## src/rtl/gzip_pkg.sv

```systemverilog
// Shared DEFLATE constants: fixed-Huffman length alphabet tables and helpers.
package gzip_pkg;

  // Number of length symbols actually used (257..285)
  localparam int LEN_SYMS = 29;

  // Fixed-Huffman length codes, symbols 257..279 are 7-bit, 280..287 are 8-bit
  localparam logic [7:0] LEN_CODE257 = 8'd1;
  localparam logic [7:0] LEN_CODE258 = 8'd2;
  localparam logic [7:0] LEN_CODE259 = 8'd3;
  localparam logic [7:0] LEN_CODE260 = 8'd4;
  localparam logic [7:0] LEN_CODE261 = 8'd5;
  localparam logic [7:0] LEN_CODE262 = 8'd6;
  localparam logic [7:0] LEN_CODE263 = 8'd7;
  localparam logic [7:0] LEN_CODE264 = 8'd8;
  localparam logic [7:0] LEN_CODE265 = 8'd9;
  localparam logic [7:0] LEN_CODE266 = 8'd10;
  localparam logic [7:0] LEN_CODE267 = 8'd11;
  localparam logic [7:0] LEN_CODE268 = 8'd12;
  localparam logic [7:0] LEN_CODE269 = 8'd13;
  localparam logic [7:0] LEN_CODE270 = 8'd14;
  localparam logic [7:0] LEN_CODE271 = 8'd15;
  localparam logic [7:0] LEN_CODE272 = 8'd16;
  localparam logic [7:0] LEN_CODE273 = 8'd17;
  localparam logic [7:0] LEN_CODE274 = 8'd18;
  localparam logic [7:0] LEN_CODE275 = 8'd19;
  localparam logic [7:0] LEN_CODE276 = 8'd20;
  localparam logic [7:0] LEN_CODE277 = 8'd21;
  localparam logic [7:0] LEN_CODE278 = 8'd22;
  localparam logic [7:0] LEN_CODE279 = 8'd23;
  localparam logic [7:0] LEN_CODE280 = 8'd192;
  localparam logic [7:0] LEN_CODE281 = 8'd193;
  localparam logic [7:0] LEN_CODE282 = 8'd194;
  localparam logic [7:0] LEN_CODE283 = 8'd195;
  localparam logic [7:0] LEN_CODE284 = 8'd196;
  localparam logic [7:0] LEN_CODE285 = 8'd197;
  localparam logic [7:0] LEN_CODE286 = 8'd198;
  localparam logic [7:0] LEN_CODE287 = 8'd199;

  // First symbol that uses an 8-bit code, as an index from symbol 257
  localparam logic [4:0] LONG_CODE_IDX = 5'd23;

  // Code table indexed by (symbol - 257)
  localparam logic [7:0] LEN_CODE [0:LEN_SYMS-1] = '{
    LEN_CODE257, LEN_CODE258, LEN_CODE259, LEN_CODE260, LEN_CODE261,
    LEN_CODE262, LEN_CODE263, LEN_CODE264, LEN_CODE265, LEN_CODE266,
    LEN_CODE267, LEN_CODE268, LEN_CODE269, LEN_CODE270, LEN_CODE271,
    LEN_CODE272, LEN_CODE273, LEN_CODE274, LEN_CODE275, LEN_CODE276,
    LEN_CODE277, LEN_CODE278, LEN_CODE279, LEN_CODE280, LEN_CODE281,
    LEN_CODE282, LEN_CODE283, LEN_CODE284, LEN_CODE285
  };

  // Smallest match length of each symbol, indexed by (symbol - 257)
  localparam logic [8:0] LEN_BASE [0:LEN_SYMS-1] = '{
    9'd3,   9'd4,   9'd5,   9'd6,   9'd7,   9'd8,   9'd9,   9'd10,
    9'd11,  9'd13,  9'd15,  9'd17,
    9'd19,  9'd23,  9'd27,  9'd31,
    9'd35,  9'd43,  9'd51,  9'd59,
    9'd67,  9'd83,  9'd99,  9'd115,
    9'd131, 9'd163, 9'd195, 9'd227,
    9'd258
  };

  // Extra-bit count of each symbol, indexed by (symbol - 257)
  localparam logic [2:0] LEN_EXTRA [0:LEN_SYMS-1] = '{
    3'd0, 3'd0, 3'd0, 3'd0, 3'd0, 3'd0, 3'd0, 3'd0,
    3'd1, 3'd1, 3'd1, 3'd1,
    3'd2, 3'd2, 3'd2, 3'd2,
    3'd3, 3'd3, 3'd3, 3'd3,
    3'd4, 3'd4, 3'd4, 3'd4,
    3'd5, 3'd5, 3'd5, 3'd5,
    3'd0
  };

  // Legal match length window
  localparam logic [8:0] MIN_MATCH = 9'd3;
  localparam logic [8:0] MAX_MATCH = 9'd258;

  // Marker emitted for lengths above the legal window
  localparam logic [12:0] INVALID_DATA = 13'h0080;
  localparam logic [3:0]  INVALID_BITS = 4'd8;

  // One encoded length packet
  typedef struct packed {
    logic [12:0] data;
    logic [3:0]  nbits;
  } slength_pkt_t;

  localparam slength_pkt_t PKT_RESET = 17'h00000;

  // Reverse the low 'width' bits of a code (width is 7 or 8); bit 0 gets the code MSB
  function automatic logic [7:0] bit_reverse(input logic [7:0] code, input logic [3:0] width);
    logic [7:0] full_rev;
    logic [3:0] shift;
    full_rev = 8'h00;
    for (int i = 0; i < 8; i++) begin
      full_rev[i] = code[7-i];
    end
    shift = 4'd8 - width;
    return full_rev >> shift;
  endfunction

endpackage

```

## src/rtl/slength_lut.sv

```systemverilog
// Combinational match length -> fixed-Huffman length packet lookup.
module slength_lut
  import gzip_pkg::*;
(
  input  logic [8:0]   match_length_i,
  output slength_pkt_t pkt_o
);

  logic [4:0]  sym_idx_s;
  logic [8:0]  base_s;
  logic [8:0]  diff_s;
  logic [4:0]  extra_val_s;
  logic [2:0]  extra_cnt_s;
  logic [3:0]  code_len_s;
  logic [7:0]  code_rev_s;
  logic [12:0] packed_s;

  // Range decode: pick the highest symbol whose base does not exceed the length
  always_comb begin
    sym_idx_s = 5'd0;
    for (int i = 0; i < LEN_SYMS; i++) begin
      sym_idx_s = (match_length_i >= LEN_BASE[i]) ? 5'(i) : sym_idx_s;
    end
  end

  // Extra value, code length and bit-reversed code for the chosen symbol
  always_comb begin
    base_s      = LEN_BASE[sym_idx_s];
    extra_cnt_s = LEN_EXTRA[sym_idx_s];
    diff_s      = match_length_i - base_s;
    // Lengths below the legal window fall onto symbol 257 with no extra bits
    if (match_length_i >= base_s) begin
      extra_val_s = diff_s[4:0];
    end else begin
      extra_val_s = 5'd0;
    end
    if (sym_idx_s < LONG_CODE_IDX) begin
      code_len_s = 4'd7;
    end else begin
      code_len_s = 4'd8;
    end
    code_rev_s = bit_reverse(LEN_CODE[sym_idx_s], code_len_s);
    packed_s   = {5'b00000, code_rev_s} | ({8'h00, extra_val_s} << code_len_s);
  end

  // Final packet, overriding with the invalid marker above the legal window
  always_comb begin
    pkt_o = PKT_RESET;
    if (match_length_i > MAX_MATCH) begin
      pkt_o.data  = INVALID_DATA;
      pkt_o.nbits = INVALID_BITS;
    end else begin
      pkt_o.data  = packed_s;
      pkt_o.nbits = code_len_s + {1'b0, extra_cnt_s};
    end
  end

endmodule

```

## src/rtl/slength.sv

```systemverilog
// Static-Huffman length encoder: registers one encoded length packet per cycle.
module slength
  import gzip_pkg::*;
(
  input  logic        clk,
  input  logic        rst_n,
  input  logic [8:0]  match_length_in,
  output logic [12:0] slength_data_out,
  output logic [3:0]  slength_valid_bits
);

  slength_pkt_t lut_pkt_s;
  slength_pkt_t pkt_d;
  slength_pkt_t pkt_q;

  slength_lut u_lut (
    .match_length_i (match_length_in),
    .pkt_o          (lut_pkt_s)
  );

  // Next packet is simply the lookup result; the encoder runs every cycle
  always_comb begin
    pkt_d = lut_pkt_s;
  end

  // Output register with asynchronous clear
  always_ff @(posedge clk or negedge rst_n) begin
    if (!rst_n) begin
      pkt_q <= PKT_RESET;
    end else begin
      pkt_q <= pkt_d;
    end
  end

  assign slength_data_out   = pkt_q.data;
  assign slength_valid_bits = pkt_q.nbits;

endmodule

```

## config.mk

```make
export PLATFORM = sky130hd
export DESIGN_NAME = slength
export DESIGN_NICKNAME = d
export VERILOG_FILES = /design/src/rtl/gzip_pkg.sv /design/src/rtl/slength_lut.sv /design/src/rtl/slength.sv
export SDC_FILE = /design/constraint.sdc
export NUM_CORES = 1
export LEC_CHECK = 0
export ABC_AREA = 1
export BUFFER_PORTS_ARGS = -buffer_cell sky130_fd_sc_hd__buf_2
export CAP_MARGIN = 5
export CORE_UTILIZATION = 30
export CTS_CLUSTER_SIZE = 20
export DETAILED_ROUTE_END_ITERATION = 7
export SLEW_MARGIN = 20
export SYNTH_ARGS = -nofsm -noshare
export SYNTH_HDL_FRONTEND = slang
export SYNTH_SLANG_ARGS = --single-unit
```

## constraint.sdc

```tcl
create_clock -name clk -period 1.1 [get_ports clk]
set_clock_uncertainty 0.2 [all_clocks]
set_input_delay 0.055 -clock clk [delete_from_list [all_inputs] [get_ports clk]]
set_output_delay 0.055 -clock clk [all_outputs]
set_load 0.1 [all_outputs]
```

==> impl_results.md, run 1 <==
- RSZ-0062 raised after global routing: true
- Final hold violation count: 0
- Yosys Warn Count: 0
- Relative max-transition margin: around 74%
- Synthesized-area fraction occupied by adder cells: 14.73%
- Final worst slack: -3369 ps
- Clk sink count: 17
- Final setup TNS: -42,820 ps
- Clock Tree Buf Depth: 2
- PD cells: 848.6 nW/um^2
- WP data arrival: 4440 ps
- Max-cap violations: 0
- Sequential-to-total area share from yosys stat: 21.59%
- H-tree levels: 1
- Post-synthesis net count: 332
- Die W: 83.05 um
- Crit path kind: in -> reg
- Switch Pwr: 1.585 mW
- Mux contribution to synthesized area: 0%
- N_diodes: 0
- Post-synth top area cell: dfrtp_1
- CP Capture Type: flip-flop
- Layout cells sized above 1: approximately 64%
- Clock buffer count from CTS: 3
- CP startpoint kind: input port
- Required time worst endpoint: about 1100 ps
- Nets: 500
- Clk slew on worst S/H paths: about 60 ps
- Sw Ratio: around 45%
- DRC: 0
- Final Setup Violations: 21
- Mapped Cells: roughly 300
- Fmax: ~0.22 GHz
- Row cnt: 29
- Post-synth ARST share: 100.0%
- Most used cell, CP: inv_2
- Routed via count: 2,736
- Cell count after placement: 481
- Comb pwr share: 65.5%
- Vias in the first global route: 2,735
- Tmin final: 4469 ps
- Failing checks: negative setup slack
- GRT Util Overall: 21.61%
- Compound-Gate Fraction of Synth Area: 17.46%
- Worst path max stage delay: 360 ps
- GR Overflow Total: 0
- EDFF count, synth: 0
- Routed Antenna Nets: 0
- Seq. cell area: between 400 and 500 um^2
- Slew Viols, Final: 0
- Initial Util: 31.03%
- Filler cells: 437
- Largest family of logic cells by synthesized area: simple AND/OR/NAND/NOR gates
- Multi-input logic area: 1812 um^2
- Post-route insts no fill: 543
- Io pins: 28
- Final Wtd Congestion: roughly 0.88
- Count of different cell masters after synthesis: 44
- Post-synthesis simple-gate area fraction: 35.30%
- Top post-synthesis cells by count: nand2_1 (79), inv_1 (41), nor2_1 (26)
- Largest net degree at the start of global routing: 18
- Status: finished, violations left
- # port buffers: 27
- Fin crit share: 406.3%
- Synth Flop Type: dfrtp_1
- Antenna violations before repair: 0
- Wire per inst: 15.08 um
- Hold WC Path Type: in -> async
- CTS tree: built
- Syn avg cell area: 6.591 um^2
- Slowest CP cell: o211ai_1
- Dpl ws: -3671 ps
- Post-DP HPWL: 4872 um
- Worst vdd rail ir drop: between 900 and 1000 uV
- Die Area: 6897 um^2
- Core Area: 6350 um^2
- Xor/xnor share of the synthesized area: 0.4444%
- P_int: a little under 2 mW
- Die height: 83.05 um
- Synth top area cells: dfrtp_1 (22%), nand2_1 (15%), ha_1 (13%)
- Synth top area share: approximately 22%
- Clock power frac: 13.1%
- Routed WL: 8188 um
- Sequential power share: about a fifth
- Starting DRT DRC Count: 240
- Final Util: 66.05%
- Crit-path max FO: 5
- Slew @ Worst Pin: 392.7 ps
- Drt first pass iters: 4
- Worst Hold Slack: 51.83 ps
- Leak pwr: 2.037 nW
- Root Driver: clkbuf_8
- Count leader, synth: nand2_1
- Mapped Area: between 1500 and 2000 um^2
- Synthesis-to-finish area growth: 112.8%
- First-pass GRT wire length: 12,170 um
- Seq cells post-synth: 17
- Avg Vias per Cell: 5.039
[registers in the layout (all words and copies together), names as in the netlist]
name                cells
slength_data_out       13
slength_valid_bits      4
[cells by family after synthesis]
logic type,count (synthesis)
buffers and inverters,52
AO/OA/AOI/OAI,60
AND/OR/NAND/NOR,147
adder cells (fa/ha/maj),22
flip-flops,17
XOR/XNOR,1
[cells in the final DEF (no fill, tap or decap), drive strengths merged, types with 4 or more instances in the layout]
cell,netlist,final
nor2,32,32
buf,3,168
inv,42,42
ha,20,20
or2,4,4
o21ai,18,18
nand2,86,86
nand3,12,12
nor3,7,7
clkbuf,3,4
dfrtp,17,17
clkinv,4,4
a21oi,25,25
[what timing repair did]
action,in CTS,in global routing
pin swaps,31,25
resized for setup,88,71
endpoints found under the hold margin,17,0
setup buffers,47,11
hold buffers,1,0
endpoints found under the setup margin,18,30
[metal layers]
layer  GRT usage (%)  part of all wire [%]  vias to the layer above
li1                -                     -                     1303
met1           25.81                    40                     1290
met2           38.67                    51                      109
met3           3.181                   4.6                       34
met4           8.621                   3.9                        0
met5               0                     0                        -
[final timing paths]
| path | slack, ps | to | start | depth (start not counted) |
|---|---|---|---|---|
| setup / recovery | -3370 | slength_data_out[10]$_DFF_PN0_ | match_length_in[4] | 36 |
| hold / removal | 50 | slength_data_out[11]$_DFF_PN0_ | rst_n | 2 |
| max in group asynchronous | 350 | slength_valid_bits[2]$_DFF_PN0_ | rst_n | 2 |
| min in group clk | 310 | slength_data_out[0]$_DFF_PN0_ | match_length_in[8] | 6 |
[power by group through the flow]
stage | registers [mW] | clock network (mW) | logic, mW
finish | 0.760 | 0.467 | 2.33
global route | 0.765 | 0.490 | 2.45
CTS | 0.760 | 0.461 | 2.06
detailed placement | 0.771 | 0 | 1.78
global placement | 0.767 | 0 | 1.75
floorplan | 1.22 | 0 | 0.562
[metrics by stage]
step	power, mW	area, um^2
finish	3.559	4194
global placement	2.518	3138
detailed placement	2.550	3138
floorplan	1.784	2071
global route	3.702	4194
CTS	3.277	3841
[worst max-delay path, delay by kind of cell]
family / cells / cell delay, ps
AOI/OAI and AO/OA: 12 / 1650
adders and majority gates: 2 / 490
and+or+nand+nor: 12 / 1270
buffers and inverters: 10 / 960
[final cells by class]
cell class                      count  area share, %
Tap cell                           77          2.297
Sequential cell                    17          10.62
Clock buffer                        4          1.074
Timing Repair Buffer              169          38.25
Inverter                           46          4.564
Multi-Input combinational cell    230          43.20
No activity file was read; power rests on OpenSTA's default activity.
==> run 2: changes to the inputs <==
--- a/config.mk
+++ b/config.mk
@@ -8,9 +8,11 @@
 export ABC_AREA = 1
 export BUFFER_PORTS_ARGS = -buffer_cell sky130_fd_sc_hd__buf_2
 export CAP_MARGIN = 5
+export CORE_ASPECT_RATIO = 2
 export CORE_UTILIZATION = 30
 export CTS_CLUSTER_SIZE = 20
 export DETAILED_ROUTE_END_ITERATION = 7
+export PLACE_DENSITY_LB_ADDON = 0.08
 export SLEW_MARGIN = 20
 export SYNTH_ARGS = -nofsm -noshare
 export SYNTH_HDL_FRONTEND = slang
==> impl_results.md, run 2 (synthesis results as in run 1) <==
- Fin crit share: 405.6% (-0.69 points)
- Clk slew on worst S/H paths: 50 ps (about the same)
- Final setup TNS: -38,930 ps (+3890 ps)
- H-tree levels: 1 (unchanged)
- Worst vdd rail ir drop: 487.8 uV (-46%)
- Final hold violation count: 0 (unchanged)
- Wire per inst: 12.81 um (-15%)
- Starting DRT DRC Count: 48 (-80%)
- Drt first pass iters: 4 (unchanged)
- Root Driver: clkbuf_16
- Max-cap violations: 0 (unchanged)
- Relative max-transition margin: 75.80% (+2.1 points)
- Worst Hold Slack: 50.28 ps (-1.553 ps)
- Tot Pwr: 3.588 mW (+0.82%)
- Max reg flops: 13 (unchanged)
- Die height: 116.6 um (+40%)
- First-pass GRT wire length: 10,760 um (-12%)
- Seq. cell area: 445.4 um^2 (unchanged)
- Routed via count: 2,423 (-11%)
- Io pins: 28 (unchanged)
- Clk sink count: 17 (unchanged)
- N_diodes: 0 (unchanged)
- Fmax: 0.2241 GHz (+0.17%)
- Crit-path max FO: 7 (+2)
- Avg Vias per Cell: 4.660 (-7.5%)
- Slowest CP cell: ha_4
- Worst path max stage delay: 270 ps (-90 ps)
- Die W: 59.31 um (-29%)
- Initial Util: 31.23% (+0.20 points)
- WP data arrival: 4390 ps (-50 ps)
- Worst Path Buf+Inv: 6 (-4)
- CTS tree: built
- Vias in the first global route: 2,481 (-9.3%)
- Most used cell, CP: nand2_1
- Leak pwr: 1.859 nW (-8.7%)
- Routed Antenna Nets: 0 (unchanged)
- Nets: 468 (-6.4%)
- # port buffers: 27 (unchanged)
- Cell count after placement: 489 (+1.7%)
- Fin area: 3806 um^2 (-9.2%)
- Routed WL: 6661 um (-19%)
- Post-route insts no fill: 520 (-4.2%)
- CP Capture Type: flip-flop
- Slew @ Worst Pin: 363.1 ps (-29.63 ps)
- CP startpoint kind: input port
- Layout cells sized above 1: 56.22% (-7.3 points)
- Most common cell after layout, fill and taps aside: buf_4
- PD cells: 942.7 nW/um^2 (+11%)
- Multi-input logic area: 1672 um^2 (-7.7%)
- GR Overflow Total: 0 (unchanged)
- Dpl ws: -3772 ps (-100.1 ps)
- Filler cells: 594 (+36%)
- Clock buffer count from CTS: 3 (unchanged)
- Placed cell area: 3167 um^2 (+0.92%)
- Final Setup Violations: 17 (-19%)
- CP delay by family, top: simple AND/OR/NAND/NOR gates
- Required time worst endpoint: 1030 ps (-40 ps)
- Antenna violations before repair: 0 (unchanged)
- GRT Util Overall: 20.67% (-0.94 points)
- Final Util: 60.32% (-5.7 points)
- Core Area: 6310 um^2 (-0.63%)
- Final worst slack: -3361 ps (+7.590 ps)
- Tmin final: 4461 ps (-7.590 ps)
- Slew Viols, Final: 0 (unchanged)
- Most frequent cells in the layout: buf_4 (99), nand2_1 (69), inv_1 (29), buf_12 (19), a21oi_1 (17)
- Crit path kind: in -> reg
- Final Wtd Congestion: 0.8562 (-2.8%)
- Status: finished, violations left
- DRC: 0 (unchanged)
- Hold WC Path Type: in -> async
- Post-DP HPWL: 5410 um (+11%)
- Row cnt: 41 (+41%)
- Largest net degree at the start of global routing: 18 (unchanged)
- Clock Tree Buf Depth: 2 (unchanged)
- Synthesis-to-finish area growth: 93.14%
- Failing checks: negative setup slack
- Die Area: 6917 um^2 (+0.28%)
- RSZ-0062 raised after global routing: true
==> run 2: final cells by class <==
type / count / share of cell area [%]
Tap cell: 86 / 2.827
Timing Repair Buffer: 137 / 34.42
Clock buffer: 4 / 2.071
Multi-Input combinational cell: 230 / 43.92
Sequential cell: 17 / 11.70
Inverter: 46 / 5.062
==> run 2: power by group <==
group	switching, mW	leakage, nW	internal, mW
sequential	0.0528	0.196	0.704
combinational	1.20	1.62	0.912
clock	0.223	0.0382	0.491
total	1.48	1.86	2.11
==> run 2: final timing paths <==
| kind | cells past startpoint | from | end |
|---|---|---|---|
| min in group clk | 8 | match_length_in[8] | slength_data_out[6]$_DFF_PN0_ |
| worst min-delay path | 2 | rst_n | slength_data_out[8]$_DFF_PN0_ |
| worst max-delay path | 46 | match_length_in[8] | slength_data_out[10]$_DFF_PN0_ |
| max in group asynchronous | 2 | rst_n | slength_data_out[4]$_DFF_PN0_ |
==> run 2: what timing repair did <==
item,in CTS,in global routing
setup buffers,22,6
endpoints found under the setup margin,17,17
resized for setup,68,32
hold buffers,1,0
pin swaps,28,22
hold endpoints to repair,17,0
==> run 2: per-layer routing <==
metal	track usage [%]	wire (um)
met2	44.42	4239
met5	0	0
met1	17.13	2110
met4	11.27	250
met3	0.7752	59
